**src/rtl/sensor_frame_assembler.sv**
```systemverilog
// Stages BNO085 quaternion/gyro samples and button events, then publishes
// a checksummed 32-byte frame to the MCU SPI slave over ready/ack.
module sensor_frame_assembler #(
    parameter int unsigned MIN_GAP_CYCLES   = 3000,
    parameter int unsigned KEEPALIVE_CYCLES = 300000,
    parameter logic [7:0]  HEADER_BYTE      = 8'hAA
) (
    input  logic               clk,
    input  logic               rst_n,
    input  logic               quat1_valid,
    input  logic signed [15:0] quat1_w,
    input  logic signed [15:0] quat1_x,
    input  logic signed [15:0] quat1_y,
    input  logic signed [15:0] quat1_z,
    input  logic               gyro1_valid,
    input  logic signed [15:0] gyro1_x,
    input  logic signed [15:0] gyro1_y,
    input  logic signed [15:0] gyro1_z,
    input  logic               quat2_valid,
    input  logic signed [15:0] quat2_w,
    input  logic signed [15:0] quat2_x,
    input  logic signed [15:0] quat2_y,
    input  logic signed [15:0] quat2_z,
    input  logic               gyro2_valid,
    input  logic signed [15:0] gyro2_x,
    input  logic signed [15:0] gyro2_y,
    input  logic signed [15:0] gyro2_z,
    input  logic               calibrate_btn_pulse,
    input  logic               kick_btn_pulse,
    output logic [31:0][7:0]   data_bytes,
    output logic               data_ready,
    input  logic               data_ack
);

    localparam int GW = $clog2(MIN_GAP_CYCLES + 1);
    localparam int KW = $clog2(KEEPALIVE_CYCLES + 1);
    localparam logic [GW-1:0] GAP_LOAD = GW'(MIN_GAP_CYCLES - 1);
    localparam logic [KW-1:0] KA_LAST  = KW'(KEEPALIVE_CYCLES - 1);

    typedef enum logic [1:0] {IDLE, LATCH, READY} state_t;

    state_t            state_r;
    logic [13:0][15:0] stage_r;
    logic [3:0]        fresh_r;
    logic              cal_r;
    logic              kick_r;
    logic              ovr_r;
    logic [7:0]        seq_r;
    logic [GW-1:0]     gap_r;
    logic [KW-1:0]     ka_r;
    logic [3:0]        valid;
    logic              latch;
    logic              pending;
    logic [31:0][7:0]  frame;
    logic [7:0]        csum;

    assign valid   = {gyro2_valid, quat2_valid, gyro1_valid, quat1_valid};
    assign latch   = (state_r == LATCH);
    assign pending = (|fresh_r) | cal_r | kick_r | ovr_r | (ka_r == KA_LAST);

    // Staging words 0-3 q1, 4-6 g1, 7-10 q2, 11-13 g2; each sent MSB first
    always_comb begin
        frame    = '0;
        frame[0] = HEADER_BYTE;
        frame[1] = seq_r;
        frame[2] = {1'b0, ovr_r, kick_r, cal_r, fresh_r};
        for (int k = 0; k < 14; k++) begin
            frame[3 + 2*k] = stage_r[k][15:8];
            frame[4 + 2*k] = stage_r[k][7:0];
        end
        csum = '0;
        for (int i = 0; i < 31; i++) begin
            csum = csum ^ frame[i];
        end
        frame[31] = csum;
    end

    always_ff @(posedge clk or negedge rst_n) begin
        if (!rst_n) begin
            state_r    <= IDLE;
            stage_r    <= '0;
            fresh_r    <= '0;
            cal_r      <= 1'b0;
            kick_r     <= 1'b0;
            ovr_r      <= 1'b0;
            seq_r      <= '0;
            gap_r      <= '0;
            ka_r       <= '0;
            data_bytes <= '0;
            data_ready <= 1'b0;
        end else begin
            if (quat1_valid) stage_r[3:0]   <= {quat1_z, quat1_y, quat1_x, quat1_w};
            if (gyro1_valid) stage_r[6:4]   <= {gyro1_z, gyro1_y, gyro1_x};
            if (quat2_valid) stage_r[10:7]  <= {quat2_z, quat2_y, quat2_x, quat2_w};
            if (gyro2_valid) stage_r[13:11] <= {gyro2_z, gyro2_y, gyro2_x};

            // Events landing in LATCH survive the clear and go to the next frame
            fresh_r <= (latch ? 4'b0 : fresh_r) | valid;
            ovr_r   <= latch ? 1'b0 : (ovr_r | (|(valid & fresh_r)));
            cal_r   <= (cal_r & ~latch) | calibrate_btn_pulse;
            kick_r  <= (kick_r & ~latch) | kick_btn_pulse;

            if (gap_r != '0) gap_r <= gap_r - 1'b1;

            unique case (state_r)
                IDLE: begin
                    if (ka_r != KA_LAST) ka_r <= ka_r + 1'b1;
                    if (gap_r == '0 && pending) state_r <= LATCH;
                end
                LATCH: begin
                    data_bytes <= frame;
                    seq_r      <= seq_r + 8'd1;
                    gap_r      <= GAP_LOAD;
                    ka_r       <= '0;
                    data_ready <= 1'b1;
                    state_r    <= READY;
                end
                READY: begin
                    if (data_ack) begin
                        data_ready <= 1'b0;
                        state_r    <= IDLE;
                    end
                end
                default: state_r <= IDLE;
            endcase
        end
    end

endmodule

```
**config.mk**
```make
export PLATFORM = sky130hd
export DESIGN_NAME = sensor_frame_assembler
export DESIGN_NICKNAME = d
export VERILOG_FILES = /design/src/rtl/sensor_frame_assembler.sv
export SDC_FILE = /design/constraint.sdc
export NUM_CORES = 1
export LEC_CHECK = 0
export CORE_UTILIZATION = 50
export CTS_BUF_LIST = sky130_fd_sc_hd__clkbuf_4
export DETAILED_ROUTE_END_ITERATION = 12
export GPL_TIMING_DRIVEN = 0
export PLACE_DENSITY = 0.76
export REMOVE_ABC_BUFFERS = 1
export SLEW_MARGIN = 15
export SYNTH_ARGS = -nofsm -noshare
export SYNTH_HDL_FRONTEND = slang
export SYNTH_SLANG_ARGS = --single-unit
```
**constraint.sdc**
```tcl
create_clock -name clk -period 5.4 [get_ports clk]
set_input_delay 1.08 -clock clk [delete_from_list [all_inputs] [get_ports clk]]
set_output_delay 1.08 -clock clk [all_outputs]
set_load 0.01 [all_outputs]
```
**Yosys cells after proc, flatten, opt, wreduce, memory -nomap -nowiden**

Cells that the tools add are included.

- Add/sub/neg operators: 3
- $mul: 0
- Divide/modulo/power cells: 0
- $lt $le $gt $ge: 0
- Eq/ne operators: 7
- Shifts and indexed selects: 0
- Multiplexer cells: 11
- Bitwise logic cells: 42
- Reductions and logical operators: 12

Operators with widths:

| operator | number |
|---|---|
| $xor A8 B8 Y8 | 28 |
| $pmux W19 S2 | 1 |
| $mux W12 | 2 |
| $add A19 B1 Y19 const B | 1 |
| $eq A19 B19 Y1 const B | 1 |
| $mux W19 | 1 |
| $ne A19 B19 Y1 const B | 1 |
| $logic_not A12 Y1 | 1 |
| $reduce_bool A12 Y1 | 1 |
| $sub A12 B1 Y12 const B | 1 |
| $add A8 B1 Y8 const B | 1 |
| $reduce_or A4 Y1 | 2 |
| $xor A8 B7 Y8 | 1 |
| $or A1 B1 Y1 | 7 |
| $ne A2 B2 Y1 const B | 3 |
| $pmux W2 S3 | 1 |
| $reduce_and A2 Y1 | 3 |
| $reduce_bool A2 Y1 | 3 |
| $and A4 B4 Y4 | 1 |
| $mux W2 | 2 |
| $mux W4 | 1 |
| $not A4 Y4 | 1 |
| $or A4 B4 Y4 | 1 |
| $and A1 B1 Y1 | 2 |
| other kinds (7) | 8 |

- Register bits after elaboration: 521
- Latch bits: 0
- Memory bits (writable): 0
- ROM bits: 0
- Output and inout port bits: 257
- Memories kept: 0

**Logic depth before layout (Yosys ltp)**

- Word-level depth: 30
- Gate-level depth with buffers: 7
- Depth with buffers taken out: 6

**Least setup slack after synthesis**

OpenSTA, ideal clock, no wires.

- Path type: input-to-reg
- Start: in quat1_valid
- End: reg stage_r (netlist bit frame[32])
- Library setup time: 125 ps
- Arrival: 2,098 ps
- Path slack: 3,177 ps
- Stages on the path: 3
- Buffers on the path: 2
- Cells stage by stage: clkbuf_1 > clkbuf_1 > mux2_2

RTL lines:

| element | line | text |
|---|---|---|
| start, declared | 10 | `input logic quat1_valid,` |
| end, declared | 43 | `logic [13:0][15:0] stage_r;` |

No word-level cell between the ends.

**Worst setup path in the final report**

- Start: reg state_r[1]
- End: reg data_bytes[223] (netlist name)

- Longest elaborated chain between the ends: 1

Ends and longest elaborated chain:

| element | line | text |
|---|---|---|
| start, declared | 42 | `state_t state_r;` |
| start signal, assigned | 80 | `state_r <= IDLE;` |
| start signal, assigned | 108 | `if (gap_r == '0 && pending) state_r <= LATCH;` |
| start signal, assigned | 116 | `state_r <= READY;` |
| $eq A2 B1 Y1 | 105 | `unique case (state_r)` |
| end signal, assigned | 111 | `data_bytes <= frame;` |
| end, declared | 30 | `output logic [31:0][7:0] data_bytes,` |

No other way between the ends.
A chain may end at the register's enable or synchronous reset.

==> flow_metrics.py <==
metrics = {
    "drt": {
        "drt_iter0_markers": 1022,
        "ant_nets": 0,
        "drt-pass1-iter-count": 5,
        "vias_per_cell": 5.01,
        "wl_um": 57300,
        "wl_per_cell_um": 17.9,
        "drc": 0,
        "vias": 16100,
    },
    "global_route": {
        "overflow": 0,
        "antenna_found_initial": 14,
        "grt_usage_pct": 26.4,
        "grt_max_degree": 110,
        "grt_pass1_vias": 17100,
        "grt_pass1_wl_um": 90700,
    },
    "sta": {
        "tns_ns": 0,
        "period_share_pct": 59.7,
        "finalClockSkew_ns": 0.0364,
        "finalSetupViolations": 0,
        "fin_ws_ns": 2.18,
        "fmax_ghz": 0.310,
        "post-route-min-period_ns": 3.22,
        "tightest_slew_ns": 0.915,
        "rsz0062_at_grt": "false",
        "hold_viol": 0,
        "relSlewSlack_pct": 39.0,
        "drv_slew": 0,
    },
    "job": {
        "drv_cap": 0,
    },
    "clock_network": {
        "cts_num_sinks": 521,
        "clock_latency_ns": 0.95,
        "numCtsBuffers": 140,
        "clk_path_buf_depth": 3,
        "cts_resized": 0,
        "root_buffer": "clkbuf_4",
        "htree_levels": 4,
        "cts_setup_buffers": 0,
        "clkTransAtPathRegs_ns": 0.07,
        "cts_tree": "done",
    },
    "placed_design": {
        "portBuffers": 484,
        "place_ws_ns": 2.18,
        "dp_hpwl_um": 40200,
        "place_inst": 2975,
        "dpl_cell_area_um2": 27800,
        "gp_congestion": 0.810,
    },
    "synth": {
        "synth.avg_cell_area_um2": 11.1,
        "synth-seq-area-share_pct": 59.1,
        "synth_warnings": 0,
        "syn_area_um2": 22100,
        "synth_edf_count": 0,
        "async_flop_share_pct": 100,
        "synth-seq-cells": 521,
        "synth_flop_cell": "dfrtp_1",
        "synth.distinct_cells": 45,
        "synthCells": 1982,
    },
    "floorplanning": {
        "row_count": 76,
        "start_util_pct": 51.0,
        "core_area_um2": 43300,
        "die_w_um": 212,
        "dieArea_um2": 45000,
        "die_h_um": 212,
        "ios": 490,
    },
    "pwr": {
        "power_density_nw_per_um2": 398,
        "p_leak_nw": 13.7,
        "vdd_drop_max_mv": 0.253,
    },
    "final_layout": {
        "drive_above_1_share_pct": 18.2,
        "finalNetCount": 2769,
        "layout_common_cells": "nand2_1, dfrtp_1, clkdlybuf4s50_1",
        "stdcell_count": 3211,
        "final_common_cell": "nand2_1",
        "area_growth_pct": 33.8,
        "final_cell_area_um2": 29500,
    },
    "worst_setup_path": {
        "cp.required_ns": 6.27,
        "crit_type": "reg -> reg",
        "cp_max_fo": 63,
        "cp-end-kind": "register",
        "cp.arrival_ns": 4.09,
        "startpoint_type": "register",
    },
    "status": {
        "status": "finished clean",
    },
    "min_path": {
        "hp-class": "reg -> reg",
    },
}
sequential cells by signal, summed over array words and instances, names as in the netlist, 2 cells and up:
register    cells
data_bytes    248
frame         224
fresh_r         4
gap_r          12
ka_r           19
seq_r           8
state_r         2
cells in the mapped netlist, types with 2 or more instances:
cell type    n  share of area [%]
nand2_1    760                 13
dfrtp_1    521                 59
mux2_2     225                 11
xnor2_1    178                7.1
clkbuf_1    80                1.4
o21ai_0     24               0.54
xnor3_1     24                2.4
nor2_1      23               0.39
xor2_1      23               0.91
buf_1       11               0.19
a21oi_1      9               0.20
mux2i_1      9               0.41
nor3_1       9               0.20
and3_1       8               0.23
buf_4        8               0.27
nand3_1      7               0.16
a21o_1       6               0.20
inv_1        6               0.10
nand4_1      6               0.17
nor4_1       6               0.17
nor3b_1      4               0.14
ha_1         3               0.17
a211o_1      2              0.079
and4b_1      2              0.091
buf_2        2              0.045
nand2b_1     2              0.057
nor2b_1      2              0.057
o22ai_1      2              0.057
or2_2        2              0.057
or3_1        2              0.057
or4_1        2              0.068
logic make-up (layout without fill, tap and decap cells):
logic type / Yosys count / in the layout / share of synthesized area, %
XOR/XNOR: 226 / 226 / 10.5
other: 1 / 16 / 0.0170
adder cells (fa/ha/maj): 3 / 3 / 0.170
AND/OR/NAND/NOR: 839 / 839 / 15.0
buffers and inverters: 107 / 736 / 1.97
flip-flops: 521 / 521 / 59.1
multiplexers: 234 / 234 / 11.9
AO/OA/AOI/OAI: 51 / 51 / 1.41
critical path: stages (launching register included):
cell	delay [ns]
dfrtp_1	0.94
inv_1	0.37
nand2_4	0.63
buf_16	0.34
buf_12	0.27
buf_16	0.28
nand2_1	0.12
nand2_1	0.08
path summary, 6_finish.rpt:
| check | start | end | slack (ns) | depth (start not counted) |
|---|---|---|---|---|
| hold / removal | data_bytes[216] | data_bytes[216] | 0.47 | 2 |
| hold reg to reg | data_bytes[216] | data_bytes[216] | 0.47 | 2 |
| min in group asynchronous | rst_n | data_bytes[97] | 0.66 | 2 |
| setup / recovery | state_r[1] | data_bytes[223] | 2.18 | 7 |
| max in group asynchronous | rst_n | data_bytes[242] | 2.88 | 5 |
| setup reg to reg | state_r[1] | data_bytes[223] | 2.18 | 7 |
what timing repair did:
item	in CTS	in global routing
hold endpoints to repair	39	0
setup endpoints to repair	0	0
hold buffers	1	0
metal layers:
metal,GRT usage [%],wire (um),share of wire (%)
met5,0,34,0.059
met4,13.1,2030,3.5
met3,9.66,4160,7.3
met2,43.0,28400,50
met1,30.7,22700,40
area by class of cell:
cell class	count	area [um2]
Fill cell	3309	13800
Sequential cell	521	13000
Multi-Input combinational cell	1358	8620
Timing Repair Buffer	506	5360
Clock buffer	202	1520
Tap cell	585	732
Clock inverter	22	195
Antenna cell	11	27.5
Inverter	6	22.5
metrics by stage:
step	util (%)	hold WS [ns]	power (mW)
after global placement	63.0	0.457	8.26
final	68.2	0.467	11.7
after floorplan	-	0.476	6.73
after global routing	68.2	0.486	12.4
after detailed placement	64.2	0.461	8.34
after CTS	68.2	0.475	11.9
power breakdown:
part | total, mW | internal [mW] | switching (mW)
registers | 5.03 | 4.55 | 0.479
logic | 3.23 | 1.90 | 1.33
clock network | 3.48 | 1.88 | 1.59
No activity file was read; power rests on OpenSTA's default activity.
